==> config.mk <==
export PLATFORM = sky130hd
export DESIGN_NAME = nmi_rr_arbiter
export DESIGN_NICKNAME = d
export VERILOG_FILES = /design/src/rtl/nmi_rr_arbiter.sv
export SDC_FILE = /design/constraint.sdc
export NUM_CORES = 1
export LEC_CHECK = 0
export BUFFER_PORTS_ARGS = -buffer_cell sky130_fd_sc_hd__buf_2
export CAP_MARGIN = 20
export CORE_AREA = 2 2 121 123
export DETAILED_ROUTE_END_ITERATION = 16
export DIE_AREA = 0 0 123 125
export SLEW_MARGIN = 40
export SYNTH_ARGS = -nofsm -noshare
export SYNTH_HDL_FRONTEND = slang
export SYNTH_SLANG_ARGS = --single-unit
==> constraint.sdc <==
create_clock -name clk_i -period 2 [get_ports clk_i]
set_input_delay 0.4 -clock clk_i [delete_from_list [all_inputs] [get_ports clk_i]]
set_output_delay 0.4 -clock clk_i [all_outputs]
set_load 0.05 [all_outputs]
==> src/rtl/nmi_rr_arbiter.sv <==
// -----------------------------------------------------------------------------
// nmi_rr_arbiter
//
// Round-robin arbiter that shares one downstream NMI slave port between
// NUM_REQ NMI requesters (user core, DMA, debug master). Only one transaction
// is outstanding at a time. The winning command is captured into registers at
// grant time, so the downstream port stays stable no matter what the requester
// does after it has been granted.
//
// Parameters
//   NUM_REQ         number of requesters (2..8)
//   TIMEOUT_CYCLES  watchdog limit in BUSY cycles (timeout build only)
//
// Optional feature
//   NMI_ARB_TIMEOUT_EN  when defined, a watchdog completes a stalled
//                       transaction after TIMEOUT_CYCLES BUSY cycles. It
//                       returns 32'hDEAD_BEEF and sets the sticky
//                       timeout_err_o flag. When undefined, BUSY waits
//                       indefinitely and timeout_err_o is tied to 0.
//
// Ports
//   clk_i          clock
//   rst_n_i        asynchronous active-low reset
//   s_valid_i      per-requester request valid
//   s_addr_i       per-requester address, requester k in [32k+31:32k]
//   s_wdata_i      per-requester write data
//   s_wstrb_i      per-requester byte strobes (0 = read)
//   s_ready_o      one-cycle completion pulse to the granted requester
//   s_rdata_o      read data, slice of the granted requester, valid with ready
//   m_valid_o      downstream request valid
//   m_addr_o       downstream address
//   m_wdata_o      downstream write data
//   m_wstrb_o      downstream byte strobes
//   m_ready_i      downstream completion
//   m_rdata_i      downstream read data
//   grant_o        one-hot current grant, 0 when idle
//   timeout_err_o  sticky watchdog error flag
// -----------------------------------------------------------------------------
module nmi_rr_arbiter #(
    parameter int NUM_REQ        = 2,
    parameter int TIMEOUT_CYCLES = 1024
) (
    input  logic                  clk_i,
    input  logic                  rst_n_i,
    input  logic [NUM_REQ-1:0]    s_valid_i,
    input  logic [NUM_REQ*32-1:0] s_addr_i,
    input  logic [NUM_REQ*32-1:0] s_wdata_i,
    input  logic [NUM_REQ*4-1:0]  s_wstrb_i,
    output logic [NUM_REQ-1:0]    s_ready_o,
    output logic [NUM_REQ*32-1:0] s_rdata_o,
    output logic                  m_valid_o,
    output logic [31:0]           m_addr_o,
    output logic [31:0]           m_wdata_o,
    output logic [3:0]            m_wstrb_o,
    input  logic                  m_ready_i,
    input  logic [31:0]           m_rdata_i,
    output logic [NUM_REQ-1:0]    grant_o,
    output logic                  timeout_err_o
);

    localparam int PTR_W  = $clog2(NUM_REQ);
    // One extra bit so pointer + offset never overflows before the wrap.
    localparam int CAND_W = PTR_W + 1;
    // Pointer resets to the last requester so requester 0 wins first.
    localparam logic [PTR_W-1:0] PTR_RST = PTR_W'(NUM_REQ - 1);

    if (NUM_REQ < 2 || NUM_REQ > 8 || TIMEOUT_CYCLES < 2) begin : g_param_check
        $error("nmi_rr_arbiter: NUM_REQ must be 2..8 and TIMEOUT_CYCLES >= 2");
    end

    typedef enum logic {
        ST_IDLE,
        ST_BUSY
    } state_t;

    state_t               r_state;
    logic [PTR_W-1:0]     r_ptr;
    logic [PTR_W-1:0]     r_gidx;
    logic [NUM_REQ-1:0]   r_grant;
    logic                 r_m_valid;
    logic [31:0]          r_m_addr;
    logic [31:0]          r_m_wdata;
    logic [3:0]           r_m_wstrb;

    logic                 w_any;
    logic                 w_sel_found;
    logic [PTR_W-1:0]     w_sel_idx;
    logic [CAND_W-1:0]    w_cand;
    logic                 w_done;
    logic [31:0]          w_rdata;
    logic [NUM_REQ-1:0]   w_s_ready;
    logic [NUM_REQ*32-1:0] w_s_rdata;

    assign w_any = |s_valid_i;

    // Round-robin search: first set valid bit starting at pointer+1, wrapping
    // modulo NUM_REQ (which need not be a power of two).
    always_comb begin
        w_sel_found = 1'b0;
        w_sel_idx   = '0;
        w_cand      = '0;
        for (int unsigned i = 1; i <= NUM_REQ; i++) begin
            w_cand = CAND_W'(r_ptr) + CAND_W'(i);
            if (w_cand >= CAND_W'(NUM_REQ)) begin
                w_cand = w_cand - CAND_W'(NUM_REQ);
            end
            if (!w_sel_found && s_valid_i[w_cand[PTR_W-1:0]]) begin
                w_sel_found = 1'b1;
                w_sel_idx   = w_cand[PTR_W-1:0];
            end
        end
    end

`ifdef NMI_ARB_TIMEOUT_EN
    localparam int CNT_W = $clog2(TIMEOUT_CYCLES);
    localparam logic [CNT_W-1:0] CNT_LAST = CNT_W'(TIMEOUT_CYCLES - 1);

    logic [CNT_W-1:0] r_cnt;
    logic             r_timeout_err;
    logic             w_timeout;

    // A real completion in the last watchdog cycle takes priority.
    assign w_timeout     = (r_state == ST_BUSY) && !m_ready_i && (r_cnt == CNT_LAST);
    assign w_done        = (r_state == ST_BUSY) && (m_ready_i || w_timeout);
    assign w_rdata       = m_ready_i ? m_rdata_i : 32'hDEAD_BEEF;
    assign timeout_err_o = r_timeout_err;
`else
    assign w_done        = (r_state == ST_BUSY) && m_ready_i;
    assign w_rdata       = m_rdata_i;
    assign timeout_err_o = 1'b0;
`endif

    always_ff @(posedge clk_i or negedge rst_n_i) begin
        if (!rst_n_i) begin
            r_state   <= ST_IDLE;
            r_ptr     <= PTR_RST;
            r_gidx    <= '0;
            r_grant   <= '0;
            r_m_valid <= 1'b0;
            r_m_addr  <= '0;
            r_m_wdata <= '0;
            r_m_wstrb <= '0;
`ifdef NMI_ARB_TIMEOUT_EN
            r_cnt         <= '0;
            r_timeout_err <= 1'b0;
`endif
        end else begin
            case (r_state)
                ST_IDLE: begin
`ifdef NMI_ARB_TIMEOUT_EN
                    // Held at zero while idle, so every BUSY entry starts at 0.
                    r_cnt <= '0;
`endif
                    if (w_any) begin
                        r_state   <= ST_BUSY;
                        r_gidx    <= w_sel_idx;
                        r_grant   <= NUM_REQ'(1) << w_sel_idx;
                        r_m_valid <= 1'b1;
                        r_m_addr  <= s_addr_i[{w_sel_idx, 5'b00000} +: 32];
                        r_m_wdata <= s_wdata_i[{w_sel_idx, 5'b00000} +: 32];
                        r_m_wstrb <= s_wstrb_i[{w_sel_idx, 2'b00} +: 4];
                    end
                end
                ST_BUSY: begin
                    if (w_done) begin
                        r_state   <= ST_IDLE;
                        r_ptr     <= r_gidx;
                        r_grant   <= '0;
                        r_m_valid <= 1'b0;
                        r_m_addr  <= '0;
                        r_m_wdata <= '0;
                        r_m_wstrb <= '0;
                    end
`ifdef NMI_ARB_TIMEOUT_EN
                    else begin
                        r_cnt <= r_cnt + 1'b1;
                    end
                    if (w_timeout) begin
                        r_timeout_err <= 1'b1;
                    end
`endif
                end
                default: begin
                    r_state <= ST_IDLE;
                end
            endcase
        end
    end

    // Completion is forwarded combinationally in the same cycle as m_ready_i.
    always_comb begin
        w_s_ready = '0;
        w_s_rdata = '0;
        if (w_done) begin
            w_s_ready = r_grant;
            w_s_rdata[{r_gidx, 5'b00000} +: 32] = w_rdata;
        end
    end

    assign s_ready_o = w_s_ready;
    assign s_rdata_o = w_s_rdata;
    assign m_valid_o = r_m_valid;
    assign m_addr_o  = r_m_addr;
    assign m_wdata_o = r_m_wdata;
    assign m_wstrb_o = r_m_wstrb;
    assign grant_o   = r_grant;

endmodule
# ---- After elaboration in Yosys (flattened, before gate mapping)
# Index checks and enable logic that the tools add are counted.
dict set report totals {
  word_cells 62
  regBits 74
}
dict set report classes {
  n_reduce_logical 7
  magnitude_cmp 4
  shifts 6
  n_bitwise 2
  n_mux 28
  n_addsub 5
  eq_ne 2
}
# cell n
set op_table {}
lappend op_table {{$pmux 32 s2} 2}
lappend op_table {{$shiftx 64x7->32} 2}
lappend op_table {{$mux 32} 3}
lappend op_table {{$and 64x64->64} 1}
lappend op_table {{$mux 64} 1}
lappend op_table {{$shift 32x8->64 const A} 1}
lappend op_table {{$shiftx 32x8->64} 1}
lappend op_table {{$mux 1} 13}
lappend op_table {{$mux 4} 2}
lappend op_table {{$neg 6->8} 1}
lappend op_table {{$pmux 4 s2} 1}
lappend op_table {{$shiftx 8x4->4} 1}
lappend op_table {{$mux 2} 3}
lappend op_table {{$reduce_and 2->1} 3}
lappend op_table {{$ge 2x2->1 const B} 2}
lappend op_table {{$lt 1x2->1 const B} 2}
lappend op_table {{$pmux 1 s2} 2}
lappend op_table {{$pmux 2 s2} 1}
lappend op_table {{$add 1x1->2 const B} 1}
lappend op_table {{$add 1x2->2 const B} 1}
lappend op_table {{$logic_and 1x1->1} 2}
lappend op_table {{$ne 2x1->1 const B} 1}
lappend op_table {{$ne 2x2->1 const B} 1}
lappend op_table {{$reduce_or 2->1} 1}
lappend op_table {{other kinds (4)} 5}

# ---- Longest topological paths before layout
dict set report depth {
  word_depth 12
  depth_mapped 5
}

# ---- Worst setup path after synthesis
# Ideal clock, no wire load.
dict set report synth_path {
  path_type {register to output}
  startpoint {register r_state}
  endpoint {output port s_rdata_o[54]}
  arrival_ns 1.417
  required_time_ns 1.600
  path_buffers 1
  setup_slack_ns 0.183
  stages_incl_launch_ff 5
  cell_sequence {dfrtp_1 nand2_1 nor2_1 clkbuf_1 and2_1}
}
dict set report synth_via {
  elab_chain_len 2
}
# item line_no
set synth_lines {}
lappend synth_lines {{start: declaration} 76} ;# state_t r_state;
lappend synth_lines {{start signal: assignment} 135} ;# r_state <= ST_IDLE;
lappend synth_lines {{start signal: assignment} 155} ;# r_state <= ST_BUSY;
lappend synth_lines {{start signal: assignment} 166} ;# r_state <= ST_IDLE;
lappend synth_lines {{$logic_and 1x1->1} 128} ;# assign w_done = (r_state == ST_BUSY) && m_ready_i;
lappend synth_lines {{$mux 64} 194} ;# if (w_done) begin
lappend synth_lines {{end: declaration} 50} ;# output logic [NUM_REQ*32-1:0] s_rdata_o,
# No other way between the ends.

# ---- Final worst setup path
dict set report layout_path {
  startpoint {register r_state}
  endpoint {output port s_rdata_o[44]}
}
# The elaborated chain is that of the path after synthesis.

==> impl_metrics.toml <==
[min_path]
hold_path_class = "input pin to async pin"

[final_layout]
area_growth_pct = 58.3
diodes = 0
most-common-layout-cells = "buf_2, dfrtp_1, a21boi_1, a221o_1, and2_1"
fin_util = 0.421
nFillCells = 1398
layout_commonest_cell = "buf_2"
fin_cells = 817
drive_gt1_frac = 0.539
fin_area_um2 = 5990
nets = 801

[global_routing]
grt_pass1_wl_mm = 19.9
antenna_found_initial = 0
overflow = 0
grt_usage = 0.164
grt_max_degree = 71
grt_pass1_vias = 3897

[logic_synthesis]
synthMuxAreaShare = 0
synthAdderAreaFrac = 0
synth-xor-area-share = 0
netlist_area_um2 = 3780
synth_flop_cell = "dfrtp_1"
synthArstFlopShare = 1.00
synth_edf_count = 0
syn-num-nets = 505
synthCells = 332
ys_types = 24
seq_area_frac_synth = 0.490
yosys_warnings = 0
synth-compound-area-share = 0.326
synth_top_family_by_area = "compound AO/OA/AOI/OAI gates"
synthSimpleGateAreaFrac = 0.128
yosys_register_bits = 74
syn_avg_cell_area_um2 = 11.4

[outcome]
status = "finished clean"

[critical_path]
cp.arrival_ns = 1.52
worstSetupEndpointType = "primary output"
cp-start-kind = "flop"
cp_data_required_time_ns = 1.60
path_class = "flop to primary output"
critPathMaxFanout = 32

[clock_tree]
path_clk_slew_ns = 0.06
cts_sinks = 74
clk_latency_ns = 0.33
cts_buffers = 9
cts_max_path_buffers = 2
cts_max_level = 3
hold_buffers = 0
cts-root-buf = "clkbuf_16"
cts_tree = "built"

[drt]
post_drt_wl_per_cell_um = 16.0
num_vias = 3953
drtPass1Iterations = 4
drt_iter0_drc = 129
viasPerCell = 4.84
ant_nets = 0
routed_wl_mm = 13.1
drc_errors = 0

[timing]
fin_skew_ns = 0.00836
rsz0062_at_grt = "yes"
layout_setup_ws_ns = 0.0775
drv_slew = 0
hold_ws_ns = 0.0131
finalCritPeriodShare = 0.961
layout_min_cycle_time_ns = 1.92
tns_ns = 0
hold_viol = 0
finalSetupViolations = 0
max_freq_mhz = 520

[placed_design]
place_congestion = 0.814
place_ws_ns = 0.157
io_buffers = 309
dp_cells = 800
placed_cell_area_um2 = 5520
hpwlAfterDp_mm = 9.63

[pwr]
power.density_nw_per_um2 = 980
leakagePower_nw = 3.20
power.total_mw = 5.87
peakVddDrop_mv = 0.349

[die]
die_height_um = 125
dieArea_um2 = 15400
placementRows = 44
io_pins = 311
core-area_um2 = 14200
initial_utilization = 0.266
die_w_um = 123

[run]
maxCapViolCount = 0
## state kept, by name (all words and copies together) (netlist names)
name and flops:
m_wdata_o 32, grant_o 2, r_gidx 1, m_addr_o 32, r_ptr 1, m_valid_o 1, r_state 1, m_wstrb_o 4
## layer usage
metal | GRT usage | wire length, µm | vias up
li1 | - | - | 1853
met1 | 0.187 | 5120 | 1881
met2 | 0.301 | 6750 | 205
met3 | 0.0374 | 997 | 14
met4 | 0.0495 | 200 | 0
met5 | 0 | 0 | -
## worst max-delay path, cell delays in order, from the launching register on
cell      delay, ns
dfrtp_1        0.35
nand2_1        0.10
nor2_2         0.18
buf_12         0.18
and2_1         0.14
clkbuf_4       0.22
## power by group
| group | switching (mW) | internal, mW | total (mW) |
|---|---|---|---|
| logic | 1.67 | 0.741 | 2.41 |
| clock network | 0.595 | 1.00 | 1.60 |
| registers | 0.124 | 1.73 | 1.86 |
| total | 2.39 | 3.47 | 5.87 |
## what timing repair did
action	in CTS	in global routing
gates resized for setup	38	27
setup endpoints to repair	64	61
setup buffers	1	0
cloned	0	0
pin swaps	0	0
## synthesized netlist by cell type, drive strengths merged (2+ instances only)
library cell | instances | area share
a21boi | 68 | 0.13
a21o | 3 | 0.0060
a21oi | 3 | 0.0050
a221o | 68 | 0.18
and2 | 65 | 0.11
and3 | 2 | 0.0033
buf | 12 | 0.030
clkbuf | 24 | 0.024
dfrtp | 73 | 0.48
nand2 | 2 | 0.0020
nand2b | 3 | 0.0056
nor2 | 2 | 0.0020
## cells by family (layout without fill, tap and decap cells)
| group | after synthesis | in the layout |
|---|---|---|
| buffers and inverters | 37 | 338 |
| AND/OR/NAND/NOR | 78 | 78 |
| AO/OA/AOI/OAI | 142 | 142 |
| flip-flops | 74 | 74 |
| other | 1 | 1 |
## layout make-up
| cell class | count | area, µm² | area share |
|---|---|---|---|
| tap | 184 | 230 | 0.0385 |
| clock buffer | 12 | 246 | 0.0412 |
| clock inverter | 4 | 51.3 | 0.00857 |
| timing repair buffer | 321 | 1860 | 0.311 |
| sequential | 74 | 1850 | 0.310 |
| inverter | 1 | 3.75 | 0.000627 |
| multi-input combinational | 221 | 1740 | 0.291 |
## worst paths after layout
kind	startpoint	endpoint	slack [ns]	cells after the start
setup / recovery	r_state	s_rdata_o[44]	0.08	5
hold / removal	rst_n_i	m_wdata_o[29]	0.01	1
setup reg to reg	r_state	m_addr_o[2]	0.29	6
hold reg to reg	grant_o[1]	grant_o[1]	0.50	1
max in group asynchronous	rst_n_i	r_ptr	1.33	2
min in group clk_i	s_wdata_i[60]	m_wdata_o[28]	0.30	2
Note: power is estimated with default switching activity, not from simulation.
